### src/rtl/uart_tx_mmio_pkg.sv
// Shared definitions for the memory-mapped UART transmitter:
// register offsets, STATUS bit positions, FSM states, divisor helper.
package uart_tx_mmio_pkg;

    localparam logic [1:0] REG_TXDATA  = 2'd0;
    localparam logic [1:0] REG_STATUS  = 2'd1;
    localparam logic [1:0] REG_CTRL    = 2'd2;
    localparam logic [1:0] REG_BAUDDIV = 2'd3;

    localparam int ST_FULL  = 0;
    localparam int ST_EMPTY = 1;
    localparam int ST_BUSY  = 2;
    localparam int ST_OVF   = 3;

    typedef enum logic [1:0] {
        S_IDLE,
        S_START,
        S_DATA,
        S_STOP
    } state_t;

    // A programmed divisor of 0 is treated as 1 cycle per bit.
    function automatic logic [15:0] eff_div(input logic [15:0] d);
        return (d == 16'd0) ? 16'd1 : d;
    endfunction

endpackage

### src/rtl/uart_tx_mmio_fifo.sv
// Synchronous byte FIFO for the UART transmitter.
// Ports: clk, rst (async active-low), push/din, pop/dout, full, empty, count.
module uart_tx_mmio_fifo #(
    parameter int DEPTH = 8,
    parameter int AW    = $clog2(DEPTH)
) (
    input  logic          clk,
    input  logic          rst,
    input  logic          push,
    input  logic          pop,
    input  logic [7:0]    din,
    output logic [7:0]    dout,
    output logic          full,
    output logic          empty,
    output logic [AW:0]   count
);

    logic [AW:0] wr_ptr;
    logic [AW:0] rd_ptr;
    logic [7:0]  mem [DEPTH];
    logic        do_push;
    logic        do_pop;

    assign empty   = (wr_ptr == rd_ptr);
    assign full    = (wr_ptr[AW] != rd_ptr[AW]) &&
                     (wr_ptr[AW-1:0] == rd_ptr[AW-1:0]);
    assign count   = wr_ptr - rd_ptr;
    assign dout    = mem[rd_ptr[AW-1:0]];
    assign do_pop  = pop & ~empty;
    // A full FIFO still accepts a push when a slot frees in the same cycle.
    assign do_push = push & (~full | do_pop);

    always_ff @(posedge clk or negedge rst) begin
        if (!rst) begin
            wr_ptr <= '0;
            rd_ptr <= '0;
        end else begin
            if (do_push) wr_ptr <= wr_ptr + (AW+1)'(1);
            if (do_pop)  rd_ptr <= rd_ptr + (AW+1)'(1);
        end
    end

    always_ff @(posedge clk) begin
        if (do_push) mem[wr_ptr[AW-1:0]] <= din;
    end

endmodule

### src/rtl/uart_tx_mmio.sv
// Memory-mapped 8N1 UART transmitter with TX FIFO and drain interrupt.
// Ports: clk, rst (async active-low), bus ce/we/addr/sel/data_i/data_o, tx, irq.
import uart_tx_mmio_pkg::*;

module uart_tx_mmio #(
    parameter logic [31:0] BASE_ADDR  = 32'h1000_0000,
    parameter int          FIFO_DEPTH = 8,
    parameter logic [15:0] DIV_RESET  = 16'd434
) (
    input  logic        clk,
    input  logic        rst,
    input  logic        ce,
    input  logic        we,
    input  logic [31:0] addr,
    input  logic [3:0]  sel,
    input  logic [31:0] data_i,
    output logic [31:0] data_o,
    output logic        tx,
    output logic        irq
);

    localparam int AW = $clog2(FIFO_DEPTH);

    logic        hit;
    logic        rd_en;
    logic        wr_en;
    logic [1:0]  reg_sel;
    logic        push;
    logic        pop;
    logic        full;
    logic        empty;
    logic [AW:0] count;
    logic [31:0] count32;
    logic [3:0]  cnt4;
    logic [7:0]  fifo_dout;
    logic        enable;
    logic        irq_en;
    logic        overflow;
    logic [15:0] div;
    logic [15:0] reload;
    state_t      state;
    logic [7:0]  shreg;
    logic [2:0]  bit_cnt;
    logic [15:0] baud_cnt;
    logic        bit_end;
    logic        busy;
    logic [31:0] status;
    logic        unused;

    assign unused  = &{1'b0, addr[1:0], sel[3:2], data_i[31:16]};

    assign hit     = ce && (addr[31:4] == BASE_ADDR[31:4]);
    assign rd_en   = hit & ~we;
    assign wr_en   = hit & we;
    assign reg_sel = addr[3:2];
    assign push    = wr_en && (reg_sel == REG_TXDATA) && sel[0];

    uart_tx_mmio_fifo #(.DEPTH(FIFO_DEPTH)) u_fifo (
        .clk   (clk),
        .rst   (rst),
        .push  (push),
        .pop   (pop),
        .din   (data_i[7:0]),
        .dout  (fifo_dout),
        .full  (full),
        .empty (empty),
        .count (count)
    );

    assign busy    = (state != S_IDLE);
    assign bit_end = (baud_cnt == 16'd0);
    assign reload  = eff_div(div) - 16'd1;
    // Pop either from idle or at the end of a stop bit for back-to-back frames.
    assign pop     = enable & ~empty &
                     ((state == S_IDLE) | ((state == S_STOP) & bit_end));

    assign count32 = 32'(count);
    assign cnt4    = (count32 > 32'd15) ? 4'hf : count32[3:0];
    assign status  = {24'b0, cnt4, overflow, busy, empty, full};

    always_comb begin
        data_o = '0;
        if (rd_en) begin
            unique case (reg_sel)
                REG_TXDATA:  data_o = '0;
                REG_STATUS:  data_o = status;
                REG_CTRL:    data_o = {30'b0, irq_en, enable};
                REG_BAUDDIV: data_o = {16'b0, div};
            endcase
        end
    end

    always_ff @(posedge clk or negedge rst) begin
        if (!rst) begin
            enable   <= 1'b0;
            irq_en   <= 1'b0;
            div      <= DIV_RESET;
            overflow <= 1'b0;
        end else begin
            if (wr_en && (reg_sel == REG_CTRL) && sel[0]) begin
                enable <= data_i[0];
                irq_en <= data_i[1];
            end
            if (wr_en && (reg_sel == REG_BAUDDIV)) begin
                if (sel[0]) div[7:0]  <= data_i[7:0];
                if (sel[1]) div[15:8] <= data_i[15:8];
            end
            if (push && full && !pop)
                overflow <= 1'b1;
            else if (wr_en && (reg_sel == REG_STATUS) &&
                     sel[0] && data_i[ST_OVF])
                overflow <= 1'b0;
        end
    end

    always_ff @(posedge clk or negedge rst) begin
        if (!rst) begin
            state    <= S_IDLE;
            tx       <= 1'b1;
            shreg    <= '0;
            bit_cnt  <= '0;
            baud_cnt <= '0;
        end else begin
            // Divisor is sampled at each bit boundary, so changes
            // land on the next bit.
            if (state == S_IDLE) begin
                if (pop) baud_cnt <= reload;
            end else if (bit_end) begin
                baud_cnt <= reload;
            end else begin
                baud_cnt <= baud_cnt - 16'd1;
            end

            unique case (state)
                S_IDLE: begin
                    if (pop) begin
                        shreg <= fifo_dout;
                        state <= S_START;
                        tx    <= 1'b0;
                    end
                end
                S_START: begin
                    if (bit_end) begin
                        state   <= S_DATA;
                        tx      <= shreg[0];
                        shreg   <= {1'b0, shreg[7:1]};
                        bit_cnt <= '0;
                    end
                end
                S_DATA: begin
                    if (bit_end) begin
                        if (bit_cnt == 3'd7) begin
                            state <= S_STOP;
                            tx    <= 1'b1;
                        end else begin
                            bit_cnt <= bit_cnt + 3'd1;
                            tx      <= shreg[0];
                            shreg   <= {1'b0, shreg[7:1]};
                        end
                    end
                end
                S_STOP: begin
                    if (bit_end) begin
                        if (pop) begin
                            shreg <= fifo_dout;
                            state <= S_START;
                            tx    <= 1'b0;
                        end else begin
                            state <= S_IDLE;
                            tx    <= 1'b1;
                        end
                    end
                end
            endcase
        end
    end

    always_ff @(posedge clk or negedge rst) begin
        if (!rst) irq <= 1'b0;
        else      irq <= irq_en & empty & ~busy;
    end

endmodule

### config.mk
export PLATFORM = sky130hd
export DESIGN_NAME = uart_tx_mmio
export DESIGN_NICKNAME = d
export VERILOG_FILES = /design/src/rtl/uart_tx_mmio_pkg.sv /design/src/rtl/uart_tx_mmio_fifo.sv /design/src/rtl/uart_tx_mmio.sv
export SDC_FILE = /design/constraint.sdc
export NUM_CORES = 1
export LEC_CHECK = 0
export ABC_AREA = 1
export BUFFER_PORTS_ARGS = -buffer_cell sky130_fd_sc_hd__buf_2
export CAP_MARGIN = 20
export CORE_UTILIZATION = 45
export CTS_CLUSTER_DIAMETER = 50
export DETAILED_ROUTE_END_ITERATION = 10
export PLACE_DENSITY = 0.66
export SLEW_MARGIN = 20
export SYNTH_ARGS = -nofsm -noshare
export SYNTH_HDL_FRONTEND = slang
export SYNTH_SLANG_ARGS = --single-unit
export TNS_END_PERCENT = 10
### constraint.sdc
create_clock -name clk -period 7.66 [get_ports clk]
set_input_delay 0.383 -clock clk [delete_from_list [all_inputs] [get_ports clk]]
set_output_delay 0.383 -clock clk [all_outputs]
set_load 0.02 [all_outputs]
## Word level (Yosys, flattened, before mapping)

Memory sizes are Yosys's and may differ from the RTL's.
Cells that the tools add are included.

| word-level totals | value |
|---|---|
| logic and storage cells | 114 |
| register bits after elaboration | 58 |
| RAM bits | 64 |
| output and inout port bits | 34 |
| memories | 1 |

| cells by class | value |
|---|---|
| reduce and logical (&&, ||, !) cells | 26 |
| equal/unequal tests | 17 |
| magnitude comparators | 1 |
| multiplexer cells | 35 |
| add/subtract/negate cells | 6 |
| bitwise gates (word level) | 15 |

Memories:

| memory | depth | width | rd ports | clocked after Yosys merged registers in | write ports | RTL line | RTL |
|---|---|---|---|---|---|---|---|
| u_fifo.mem | 8 | 8 | 1 | 0 | 1 | uart_tx_mmio_fifo.sv:20 | `logic [7:0] mem [DEPTH];` |

Operators with widths:

| operator | number |
|---|---|
| case mux 32 bit (4 select lines) | 1 |
| two-way mux 16 bit | 4 |
| two-way mux 8 bit | 5 |
| zero test 16 bit | 2 |
| two-way mux 32 bit | 1 |
| case mux 8 bit (4 select lines) | 1 |
| subtractor 16 x 1 -> 16 bit, second input constant | 2 |
| equality test 28 x 25 -> 1 bit, second input constant | 1 |
| logical AND 1 bit | 12 |
| inequality test 2 bit, second input constant | 6 |
| AND reduction 4 bit | 3 |
| two-way mux 1 bit | 11 |
| two-way mux 2 bit | 5 |
| AND 1 bit | 9 |
| two-way mux 3 bit | 3 |
| adder 4 x 1 -> 4 bit, second input constant | 2 |
| equality test 2 bit, second input constant | 4 |
| case mux 2 bit (4 select lines) | 1 |
| case mux 3 bit (2 select lines) | 1 |
| nonzero test 2 bit | 3 |
| AND reduction 5 bit | 1 |
| equality test 2 x 1 -> 1 bit, second input constant | 2 |
| equality test 4 bit | 1 |
| > comparator 4 bit, second input constant | 1 |
| 12 further kinds | 18 |

## Logic depth before layout (Yosys ltp)

| depth | value |
|---|---|
| depth after elaboration | 9 |
| gate-level depth with buffers | 16 |
| mapped depth without buffers | 15 |

## Hierarchy

A second synthesis with hierarchy kept.

| unflattened totals | value |
|---|---|
| cell total of the unflattened synthesis | 871 |
| area, all modules | 7013.0 µm² |

By module, submodules not included:

| module | area an instance (µm²) | cells each | instances | seq. area each (µm²) |
|---|---|---|---|---|
| uart_tx_mmio | 3766.1 | 567 | 1 | 1258.7 |
| uart_tx_mmio_fifo | 3246.9 | 304 | 1 | 2122.0 |

## Least setup slack after synthesis

No wires, ideal clock.

| timing path | value |
|---|---|
| path type | flip-flop to flip-flop |
| start | reg u_fifo.rd_ptr[2] |
| end | mem u_fifo.mem[3][0] (enable) |
| setup time | 0.370 ns |
| setup slack | 4.943 ns |
| required time | 7.290 ns |
| cell stages (with the launch flop) | 16 |
| arrival | 2.347 ns |
| path through | dfrtp_1 clkbuf_1 inv_1 clkbuf_1 ha_1 inv_1 nor2_2 nand2_2 nand2_2 nor2_4 nand2_4 nand2_4 inv_2 nor2_8 nand2_2 nor2_1 |

| on the way | value |
|---|---|
| longest elaborated chain between the ends | 9 |
| elaborated cells on any way between the ends | 12 |
| those cells by class | eq/ne (2); mux (2); bitwise (7); reduce/logical (1) |

RTL lines:

| what | RTL line | RTL |
|---|---|---|
| start: declaration | uart_tx_mmio_fifo.sv:19 | `logic [AW:0] rd_ptr;` |
| start signal: assignment | uart_tx_mmio_fifo.sv:39 | `if (do_pop) rd_ptr <= rd_ptr + (AW+1)'(1);` |
| equality test 4 bit | uart_tx_mmio_fifo.sv:24 | `assign empty = (wr_ptr == rd_ptr);` |
| inverter 1 bit | uart_tx_mmio_fifo.sv:29, uart_tx_mmio.sv:74 |  |
| AND 1 bit (2 in series) | uart_tx_mmio.sv:74 | `assign pop = enable & ~empty &` |
| AND 1 bit | uart_tx_mmio_fifo.sv:29 | `assign do_pop = pop & ~empty;` |
| OR 1 bit * | uart_tx_mmio_fifo.sv:31 | `assign do_push = push & (~full \| do_pop);` |
| AND 1 bit * | uart_tx_mmio_fifo.sv:31 |  |
| two-way mux 1 bit * | uart_tx_mmio_fifo.sv:44 | `if (do_push) mem[wr_ptr[AW-1:0]] <= din;` |
| two-way mux 1 bit (implied by the code) * | uart_tx_mmio_fifo.sv:44 |  |
| end: declaration | uart_tx_mmio_fifo.sv:20 |  |

Every way passes the cells marked *; elsewhere a longest branch is shown, timed or not.

## Worst setup path in the final report

| timing path | value |
|---|---|
| start | reg u_fifo.rd_ptr[1] |
| end | mem u_fifo.mem[0][7] (enable) |

The elaborated chain is that of the path after synthesis.

==> impl_metrics.tcl <==
set metrics [dict create \
    root_buffer "clkbuf_16" \
    finalNetCount 991 \
    rrSetupSlack_ns 4.36 \
    crit_chain "buf_4 -> inv_1 -> ha_1 -> nand2_1 -> nor2_2 -> nand2_2 -> nand2_2 -> nor2_4 -> nand2_4 -> nand2_4 -> inv_2 -> nor2_8 -> nand2_2 -> nor2_1" \
    r2r_start "u_fifo.rd_ptr[1]" \
    ys_async_sr_fraction 0.475 \
    powerDensity_mw_per_mm2 198 \
    timing.final.ws_setup_ns 4.36 \
    initial_utilization 0.469 \
    synth_edf_count 64 \
    dp_hpwl_um 11000 \
    drt-vias-per-instance 5.13 \
    rsz0062_at_grt "no" \
    post_cts_buffers 0 \
    drtPass1Iterations 5 \
    grt_pass1_wl_um 26400 \
    antenna_left 0 \
    die_y_um 126 \
    port_buffers 69 \
    max_cap_violations 0 \
    grt_pass1_vias 5405 \
    crit_buf_inv 3 \
    finalSetupViolCount 0 \
    worst_pin_slew_ns 0.972 \
    p_leak_uw 0.00368 \
    final-hold-violation-count 0 \
    core.rowCount 44 \
    ir_worst_vdd_mv 0.186 \
    synthDistinctLibCells 41 \
    syn_area_mm2 0.00692 \
    post-route-period-util 0.430 \
    cts_resized 0 \
    cts_tree "built" \
    status "completed" \
    crit_family "simple AND/OR/NAND/NOR gates" \
    fin_area_mm2 0.00791 \
    fin_setup_tns_ns 0 \
    drive_above_1_share 0.179 \
    coreArea_mm2 0.0148 \
    seq_area_frac_synth 0.489 \
    grt.overflow.total 0 \
    utilization 0.536 \
    wl_per_cell_um 14.2 \
    cpPeakStageDelay_ns 0.63 \
    ios 106 \
    dpl_cell_area_mm2 0.00733 \
    cts_buffers 17 \
    layout_common_cells "nand2_1, nor2_1, inv_1, buf_2, o21ai_0" \
    grt_use_total 0.211 \
    cts_hold_buf 0 \
    path_max_fanout 25 \
    whs_ns 0.111 \
    max_freq_mhz 303 \
    hp-class "primary input to asynchronous set/reset pin" \
    die_area_mm2 0.0159 \
    grt_max_degree 59 \
    crit_path_start_kind "register" \
    cts_buffer_depth 2 \
    finClkSkew_ns 0.0104 \
    synthFlopType "edfxtp_1" \
    r2r_cells 14 \
    crit_arrival_ns 3.34 \
    antenna-diode-count 0 \
    routed_wl_um 15600 \
    die_x_um 126 \
    synth.avg_cell_area_um2 8.26 \
    period_needed_ns 3.30 \
    required_ns 7.70 \
    worst_setup_path_end_kind "register" \
    yosysWarnings 0 \
    syn_inst 837 \
    layout_commonest_cell "nand2_1" \
    areaGrowthSynthToFinish_pct 14.4 \
    insertion_delay_ns 0.42 \
    cpMostUsedCell "nand2_2" \
    vias 5644 \
    drv_slew 0 \
    cts_num_sinks 122 \
    clkTransAtPathRegs_ns 0.06 \
    relSlewSlack 0.351 \
    antenna_found_initial 0 \
    cts_max_level 4 \
    cp_slowest_cell "nor2_1" \
    gp_congestion 0.838 \
    drc 0 \
    drtIter0Drc 354 \
    post-place-ws_ns 4.37 \
    ys_ff_latch 122 \
    rr_endpoint "u_fifo.mem[0][7]" \
    critical_path_class "register to register" \
]
kinds of logic after synthesis:
group / after synthesis / synth area share
compound gates: 140 / 0.115
xor+xnor: 17 / 0.0215
fa+ha+maj: 15 / 0.0282
buf+inv: 133 / 0.0859
flops: 122 / 0.489
other cells: 1 / 0.000542
simple gates: 409 / 0.260
area by class of cell:
class	instances	area [um2]
clock buffers	17	425
clock inverters	15	156
fillers	1407	6840
inverters	94	353
multi-input cells	597	3000
flip-flops and latches	122	3380
well taps	184	230
repair buffers	72	368
state kept, by name, indices dropped and copies added (netlist names):
register,cells
div,16
u_fifo.wr_ptr,4
enable,1
shreg,8
irq_en,1
irq,1
overflow,1
tx,1
bit_cnt,3
u_fifo.rd_ptr,4
state,2
baud_cnt,16
u_fifo.mem,64
cells in the mapped netlist, types with 16 or more instances:
master | number | area, um2
o21ai_0 | 68 | 340
inv_1 | 90 | 338
nand2_1 | 185 | 694
edfxtp_1 | 64 | 1920
buf_4 | 16 | 120
dfrtp_1 | 52 | 1300
nand3_1 | 50 | 250
o21ai_2 | 18 | 158
a21oi_1 | 24 | 120
nor2_1 | 117 | 439
worst register-to-register path, delay by kind of cell, from the launching register on:
kind | cells | cell delay (ns)
adders and majority gates | 1 | 0.34
buffers and inverters | 3 | 0.69
DFF | 1 | 0.36
and+or+nand+nor | 10 | 1.55
report_power, final:
part / internal, uW / leakage, uW / switching, uW
clock: 459 / 0.000289 / 326
sequential: 707 / 0.00135 / 9.14
combinational: 22.3 / 0.00203 / 42.8
total: 1190 / 0.00368 / 378
per-layer routing:
metal	wire length, um	vias to the layer above	GRT usage	share of wire
met5	0	-	0	0
met4	167	0	0.0680	0.011
met3	653	12	0.0399	0.042
met2	7400	138	0.338	0.47
met1	7370	2647	0.289	0.47
li1	-	2847	-	-
stage by stage:
stage / std cells / total power [uW]
3_3_place_gp: 1069 / 793
6_report: 1101 / 1570
5_1_grt: 1101 / 1620
2_1_floorplan: 852 / 766
3_5_place_dp: 1069 / 795
4_1_cts: 1101 / 1580
how the worst max path moves through the flow:
stage,from,to,slack [ns],cells after the start
after floorplan,u_fifo.rd_ptr[2],u_fifo.mem[3][0],4.94,15
after global placement,u_fifo.rd_ptr[1],u_fifo.mem[0][5],4.41,14
after detailed placement,u_fifo.rd_ptr[1],u_fifo.mem[0][5],4.37,14
after CTS,u_fifo.rd_ptr[1],u_fifo.mem[0][7],4.34,14
after global routing,u_fifo.rd_ptr[1],u_fifo.mem[0][7],4.11,14
final,u_fifo.rd_ptr[1],u_fifo.mem[0][7],4.36,14
(Power assumes the default switching activity.)
